--- config.mk ---
export PLATFORM = sky130hd
export DESIGN_NAME = bcd_to_bin_seq
export DESIGN_NICKNAME = d
export VERILOG_FILES = /design/src/rtl/bcd_to_bin_seq.sv
export SDC_FILE = /design/constraint.sdc
export NUM_CORES = 1
export LEC_CHECK = 0
export ABC_AREA = 1
export ABC_CLOCK_PERIOD_IN_PS = 2920
export CAP_MARGIN = 20
export CORE_MARGIN = 4
export CORE_UTILIZATION = 54
export CTS_CLUSTER_SIZE = 28
export DETAILED_ROUTE_END_ITERATION = 10
export PLACE_DENSITY = 0.83
export SLEW_MARGIN = 5
export SYNTH_ARGS = -nofsm -noshare
export SYNTH_HDL_FRONTEND = slang
export SYNTH_SLANG_ARGS = --single-unit
--- constraint.sdc ---
create_clock -name clk -period 2.92 [get_ports clk]
set_clock_uncertainty 0.05 [all_clocks]
set_input_delay 0.584 -clock clk [delete_from_list [all_inputs] [get_ports clk]]
set_output_delay 0.584 -clock clk [all_outputs]
set_load 0.005 [all_outputs]
--- src/rtl/bcd_to_bin_seq.sv ---
// bcd_to_bin_seq: iterative BCD-to-binary converter (reverse double-dabble), optional input digit check under BCD_CHECK_EN
module bcd_to_bin_seq #(
  parameter int DIGITS = 6,
  parameter int BIN_W  = 20
) (
  input  logic                  clk,
  input  logic                  reset,
  input  logic                  start,
  input  logic [4*DIGITS-1:0]   bcd_in,
  output logic                  busy,
  output logic                  done,
  output logic [BIN_W-1:0]      bin_out,
  output logic                  err
);
  localparam int W  = 4*DIGITS + BIN_W;
  localparam int CW = $clog2(BIN_W + 1);
  typedef enum logic {IDLE, SHIFT} state_t;
  state_t          state;
  logic [W-1:0]    sr, s, t;
  logic [CW-1:0]   cnt;
  assign s = sr >> 1;
  assign t[BIN_W-1:0] = s[BIN_W-1:0];
  for (genvar d = 0; d < DIGITS; d++) begin : g_dig
    assign t[BIN_W+4*d +: 4] = s[BIN_W+4*d+3] ? s[BIN_W+4*d +: 4] - 4'd3 : s[BIN_W+4*d +: 4];
  end
`ifdef BCD_CHECK_EN
  logic                bad;
  logic [DIGITS-1:0]   dig_bad;
  for (genvar d = 0; d < DIGITS; d++) begin : g_chk
    assign dig_bad[d] = bcd_in[4*d +: 4] > 4'd9;
  end
`else
  assign err = 1'b0;
`endif
  // FSM: load on accepted start, shift-and-correct BIN_W times, then publish result with a done pulse
  always_ff @(posedge clk or posedge reset) begin
    if (reset) begin
      state   <= IDLE;
      busy    <= 1'b0;
      done    <= 1'b0;
      bin_out <= '0;
      sr      <= '0;
      cnt     <= '0;
`ifdef BCD_CHECK_EN
      err     <= 1'b0;
      bad     <= 1'b0;
`endif
    end else begin
      done <= 1'b0;
      if (state == IDLE) begin
        if (start) begin
          sr    <= {bcd_in, {BIN_W{1'b0}}};
          cnt   <= '0;
          busy  <= 1'b1;
          state <= SHIFT;
`ifdef BCD_CHECK_EN
          bad   <= |dig_bad;
`endif
        end
      end else begin
        sr  <= t;
        cnt <= cnt + 1'b1;
        if (cnt == CW'(BIN_W - 1)) begin
          done  <= 1'b1;
          busy  <= 1'b0;
          state <= IDLE;
`ifdef BCD_CHECK_EN
          bin_out <= bad ? '0 : t[BIN_W-1:0];
          err     <= bad;
`else
          bin_out <= t[BIN_W-1:0];
`endif
        end
      end
    end
  end
endmodule

==> Yosys cells after proc, flatten, opt, wreduce, memory -nomap -nowiden <==
Index checks and enable logic that the tools add are counted.
{ "totals": {"romBits": 0, "latch_bits": 0, "register_bits": 72, "out_inout_bits": 23, "memories": 0, "ram_bits": 0, "inputBits": 27} }
{ "classes": {"n_addsub": 6, "div_mod_pow": 0, "multipliers": 0, "muxes": 17, "bitwise": 0, "order_cmp": 0, "reduce_logical": 3, "shift": 0, "eq_ne": 2} }
{ "op_table": {"columns": ["cell", "count"], "rows": [
  ["2-to-1 mux 44 bit", 2],
  ["2-to-1 mux 4 bit", 5],
  ["subtractor 4 x 2 -> 4 bit, second input constant", 5],
  ["2-to-1 mux 5 bit", 2],
  ["2-to-1 mux 1 bit", 8],
  ["adder 5 x 1 -> 5 bit, second input constant", 1],
  ["equality test 5 bit, second input constant", 1],
  ["AND reduction 2 bit", 2],
  ["!= test 2 x 1 -> 1 bit, second input constant", 1],
  ["nonzero test 2 bit", 1]
]} }

==> Depth between registers and ports, before layout <==
Gate-level depths: netlist of run 1.
{ "depth": {"word_depth": 3, "mapped_depth": 7, "mapped_depth_nobuf": 6} }

==> Worst setup path after synthesis of run 1 <==
OpenSTA, ideal clock, no wires.
{ "synth_timing": {"path_type": "input to register", "start": "input start", "end": "register cnt[3]", "arrival_ns": 1.199, "t_required_ns": 2.753, "path_stages": 7, "path_buffers": 2, "setup_slack_ns": 1.554, "cell_sequence": "buf_4 -> inv_1 -> nor2_1 -> buf_2 -> nor2_1 -> nand2_1 -> nand2_1"} }
{ "synth_via": {"elab_chain_cells": 1} }
{ "synth_lines": {"columns": ["element", "line", "text"], "rows": [
  ["start: declaration", "8", "input logic start,"],
  ["nonzero test 2 bit (no line)", null, null],
  ["end signal: assignment", "62", "cnt <= cnt + 1'b1;"],
  ["end: declaration", "20", "logic [CW-1:0] cnt;"]
]} }
Every way passes these cells.
A chain may end at the register's enable or synchronous reset.

==> Final worst setup path of run 1 <==
{ "layout_timing": {"start": "register bin_out[0]", "end": "output bin_out[0]"} }
{ "layout_lines": {"columns": ["element", "line", "text"], "rows": [
  ["start: declaration", "12", "output logic [BIN_W-1:0] bin_out,"],
  ["start signal: assignment", "71", "bin_out <= t[BIN_W-1:0];"]
]} }
No word-level cell between the ends.

==> results.toml, run 1 <==
[yosys]
synthDistinctLibCells = 20
syn_nets = 453
syn_area_um2 = 3380
yosys_warnings = 0
synth_cells = 420
yosysSeqAreaShare_pct = 52.6
syn_avg_cell_area_um2 = 8.04
synth-seq-cells = 71

[floorplan]
die_w_um = 87.1
io_pins = 50
die_height_um = 87.1
rows = 28
start_util_pct = 56.4
core_um2 = 5990
dieArea_um2 = 7590

[clocking]
cts_buffers = 9
clockBufferDepth = 2
clk_latency_ps = 340
h-tree-depth = 3
cts_tree = "built"
post_cts_buffers = 0
cts.sinks = 71
cts-resized-gates = 0
root_buffer = "clkbuf_8"
clk_pin_slew_ps = 80
hold_buffers = 0

[worst_setup_path]
setup.worst_path.end_class = "primary output"
criticalPathCategory = "reg -> out"
crit_arrival_ps = 1220
cp_max_fo = 2
setup.worst_path.start_class = "flop"
cp_cell_sequence = "clkdlybuf4s50_1"
path_buf_inv = 1
crit_slowest_cell = "clkdlybuf4s50_1"
crit_family = "buffers and inverters"
required_ps = 2290
cpPeakStageDelay_ps = 520

[detailed_routing]
vias = 2849
drtIter0Drc = 221
wl_per_cell_um = 12.6
drcViolationCount = 0
drt-pass1-iter-count = 5
drtAntennaViolNets = 0
finalWirelength_mm = 6.89
viasPerCell = 5.20

[grt]
grt_overflow = 0
track_usage_pct = 19.8
grt_pass1_wl_mm = 11.8
grt_pass1_vias = 2610
grt_max_degree = 72
antenna_found_initial = 0

[placement]
dp_hpwl_mm = 4.67
gp_congestion = 0.809
numPortBuffers = 48
dpl_cell_area_um2 = 3890
place_ws_ps = 796
dp_cells = 533

[layout]
fin_util_pct = 68.0
fin_area_um2 = 4070
antennaDiodeCount = 0
area_growth_pct = 20.6
final_cell_mix = "nand2_1, dfrtp_1, inv_1"
final_common_cell = "nand2_1"
drive_above_1_share_pct = 6.34
fin_cells = 548
fin_nets = 502

[run]
maxCapViolCount = 0

[run_status]
status = "complete, no violations"

[timing]
period_share_pct = 63.5
fmax_mhz = 540
maxSlewViolCount = 0
rsz0062_at_grt = "no"
layout_setup_ws_ps = 1070
tns_ps = 0
setup_viol = 0
fin_crit_ps = 1850
hold_violations = 0

[power]
p_leak_nw = 2.15
peakVddDrop_mv = 0.594
p_per_area_nw_per_um2 = 990

[min_path]
hold_path_class = "reg -> reg"
[metrics by stage]
stage	hold WS, ps	total power [W]
2_1_floorplan	409	0.00274
6_report	421	0.00403
3_3_place_gp	403	0.00318
5_1_grt	444	0.00438
4_1_cts	426	0.00405
3_5_place_dp	408	0.00329
[worst paths after layout]
kind                              from     endpoint  slack (ps)  cells after the start
max reg2reg                     cnt[0]        state        1260                      7
min reg2reg                bin_out[16]  bin_out[16]         420                      2
max                         bin_out[0]   bin_out[0]        1070                      1
min in group asynchronous        reset  bin_out[10]         580                      3
min                        bin_out[16]  bin_out[16]         420                      2
max in group asynchronous        reset       sr[36]        1930                      3
[synthesized netlist by cell type]
master    number  area (um2)
buf_4          4        30.0
o211ai_1       1        7.51
ha_1           6        75.1
inv_1         65         244
nand2_2        1        6.26
o21ai_0        3        15.0
nor2_4         2        22.5
o21ai_1        3        15.0
inv_4          1        6.26
nand4_1        4        25.0
nand2_1      154         578
nand2_4        1        11.3
nor2_1         9        33.8
inv_2          1        3.75
dfrtp_1       71        1780
conb_1         1        3.75
buf_6          6        67.6
nand3_1       62         310
buf_2          8        40.0
o22ai_1       17         106
[report_power, final]
group / switching (W) / total, W / internal (W) / leakage (nW)
Combinational: 0.000816 / 0.00153 / 0.000713 / 1.16
Sequential: 0.000341 / 0.00175 / 0.00141 / 0.894
Clock: 0.000362 / 0.000750 / 0.000388 / 0.0988
[state kept, by name, indices dropped and copies added, names as in the netlist]
signal and count:
bin_out 20, busy 1, cnt 5, done 1, sr 43, state 1
[worst reg2reg max path, cell delays in order, from the launching register on]
cell and delay [ps]:
dfrtp_1 420, ha_1 230, nand2_2 100, nor2_4 80
buf_4 240, nand2_4 190, inv_1 180, nor2_1 50
[routing by layer]
layer	GRT usage [%]	wire length, um	vias to the layer above
li1	-	-	1404
met1	24.8	2980	1347
met5	0	0	-
met2	32.2	3360	85
met4	7.67	136	0
met3	6.24	416	13
[cell families (layout without fill, tap and decap cells)]
family | Yosys count | after routing | share of synthesized area, %
adders and majority gates | 6 | 6 | 2.22
AOI/OAI and AO/OA | 24 | 24 | 4.26
and+or+nand+nor | 233 | 233 | 29.2
buffers and inverters | 85 | 138 | 11.6
other | 1 | 1 | 0.111
DFF | 71 | 71 | 52.6
[cell type report]
| type | count | area [um2] |
|---|---|---|
| fill | 488 | 1920 |
| sequential | 71 | 1780 |
| multi-input combinational | 264 | 1210 |
| timing repair buffer | 56 | 553 |
| inverter | 67 | 254 |
| clock buffer | 9 | 124 |
| tap | 75 | 93.8 |
| clock inverter | 6 | 62.6 |
Power figures use the tool's default switching activity.
==> run 2: changes to the inputs <==
Settings changed: ABC_CLOCK_PERIOD_IN_PS 2920 to 1800.
Clock period 2.92 ns to 1.8 ns, I/O delays scaled along.
==> run 2 against run 1 <==
Compared with the run above: sequential power grew 63%; count of clock-buffer cells in the layout grew 1; final area grew 2.3%; via count shrank 1.3%; final cell count grew 0.91%; sequential share of layout area shrank 0.98 points; hold slack lost 100 ps; critical endpoint is now bin_out[19]; highest routed layer unchanged.
==> results.toml, run 2 (synthesis results as in run 1) <==
[floorplan]
die_height_um = 87.1
core_um2 = 5990
io_pins = 50
rows = 28
start_util_pct = 56.4
die_w_um = 87.1
dieArea_um2 = 7590

[worst_setup_path]
crit_slowest_cell = "clkdlybuf4s50_1"
cp_max_fo = 2
setup.worst_path.end_class = "primary output"
cp_cell_sequence = "clkdlybuf4s50_1"
reg2reg_setup_slack_ps = 270
crit_arrival_ps = 1240
r2r-end = "bin_out[10]"
crit_family = "buffers and inverters"
setup.worst_path.start_class = "flop"
criticalPathCategory = "reg -> out"
path_buf_inv = 1
r2r-start = "state"
cpPeakStageDelay_ps = 520
cp-startpoint = "bin_out[19]"
required_ps = 1390
rr_worst_depth = 5

[grt]
grt_pass1_wl_mm = 12.2
grt_max_degree = 35
grt_pass1_vias = 2817
antenna_found_initial = 0
track_usage_pct = 20.6
grt_overflow = 0

[timing]
slew_headroom_pct = 65.2
rsz0062_at_grt = "no"
tns_ps = 0
fmax_mhz = 606
maxSlewViolCount = 0
hold_violations = 0
fin_crit_ps = 1650
period_share_pct = 91.6
worstMarginPinSlew_ps = 522
setup_viol = 0

[placement]
dpl_cell_area_um2 = 3950
gp_congestion = 0.843
numPortBuffers = 48
dp_hpwl_mm = 4.87

[clocking]
cts.sinks = 71
clockBufferDepth = 2
hold_buffers = 0
post_cts_buffers = 0
clk_pin_slew_ps = 80
cts_buffers = 9
h-tree-depth = 3
cts-resized-gates = 0
root_buffer = "clkbuf_8"
cts_tree = "built"
clk_latency_ps = 350

[power]
switching_power_w = 0.00248
p_leak_nw = 2.18
swShare_pct = 36.8
peakVddDrop_mv = 0.771
pwr-share-clk_pct = 20.9
combPwrFrac_pct = 36.8
p_per_area_nw_per_um2 = 1620
p_int_w = 0.00426
pwr-share-seq_pct = 42.3

[layout]
final_common_cell = "nand2_1"
fin_nets = 506
final_cell_mix = "nand2_1, dfrtp_1, inv_1"
antennaDiodeCount = 0
largest_reg_flops = 43
largest-register = "sr"
top_regs = "sr: 43 flops, bin_out: 20 flops, cnt: 5 flops"
fin_area_um2 = 4170
drive_above_1_share_pct = 7.11
area_growth_pct = 23.4

[detailed_routing]
drt-pass1-iter-count = 4
drtAntennaViolNets = 0
vias = 2812
wl_per_cell_um = 12.3
drcViolationCount = 0
finalWirelength_mm = 6.81
drtIter0Drc = 151
viasPerCell = 5.08

[run_status]
status = "complete, no violations"

[min_path]
hold_path_class = "in -> async"

[run]
maxCapViolCount = 0
## run 2: cell types whose count changed in the layout (fill, tap and decap cells not counted)
| cell | delta |
|---|---|
| buf_12 | +2 |
| buf_4 | +2 |
| bufinv_16 | +1 |
| clkbuf_1 | +1 |
| clkinv_2 | -3 |
| clkinvlp_4 | +2 |
| inv_2 | -1 |
| inv_6 | +1 |
## run 2: worst max path at each step
stage             endpoint  slack [ps]  depth (start not counted)
6_report       bin_out[19]         150                          1
5_1_grt        bin_out[19]         110                          1
4_1_cts        bin_out[19]         140                          1
3_5_place_dp        cnt[4]         100                          7
3_3_place_gp        cnt[4]         140                          7
2_1_floorplan   bin_out[0]         540                          7
## run 2: final cells by class
cell class,instances,area [um2]
Sequential cell,71,1780
Multi-Input combinational cell,264,1210
Timing Repair Buffer,60,608
Tap cell,75,93.8
Fill cell,484,1820
Inverter,67,258
Clock inverter,6,93.8
Clock buffer,10,128
## run 2: power by group through the flow
stage | Clock, W | Combinational (W) | Sequential, W
after floorplan | 0 | 0.00169 | 0.00276
after global placement | 0 | 0.00237 | 0.00282
after detailed placement | 0 | 0.00250 | 0.00287
after CTS | 0.00144 | 0.00251 | 0.00285
after global routing | 0.00151 | 0.00288 | 0.00297
final | 0.00141 | 0.00248 | 0.00285
## run 2: stage by stage
step / cells / utilization (%) / setup slack (ps) / power [W] / hold slack [ps]
finish: 553 / 69.6 / 151 / 0.00674 / 320
global route: 553 / 69.6 / 107 / 0.00735 / 347
CTS: 553 / 69.6 / 140 / 0.00680 / 323
floorplan: 420 / - / 545 / 0.00445 / 409
global placement: 537 / 65.9 / 139 / 0.00520 / 402
detailed placement: 537 / 65.9 / 101 / 0.00537 / 407
## run 2: routing by layer
metal  part of all wire [%]  wire length, um  up-vias  global-route usage, %
met1                     43             2950     1317                   24.3
met4                    2.3              155        0                   9.90
met2                     49             3340       68                   35.4
li1                       -                -     1411                      -
met3                    5.4              366       16                   4.45
met5                      0                0        -                      0
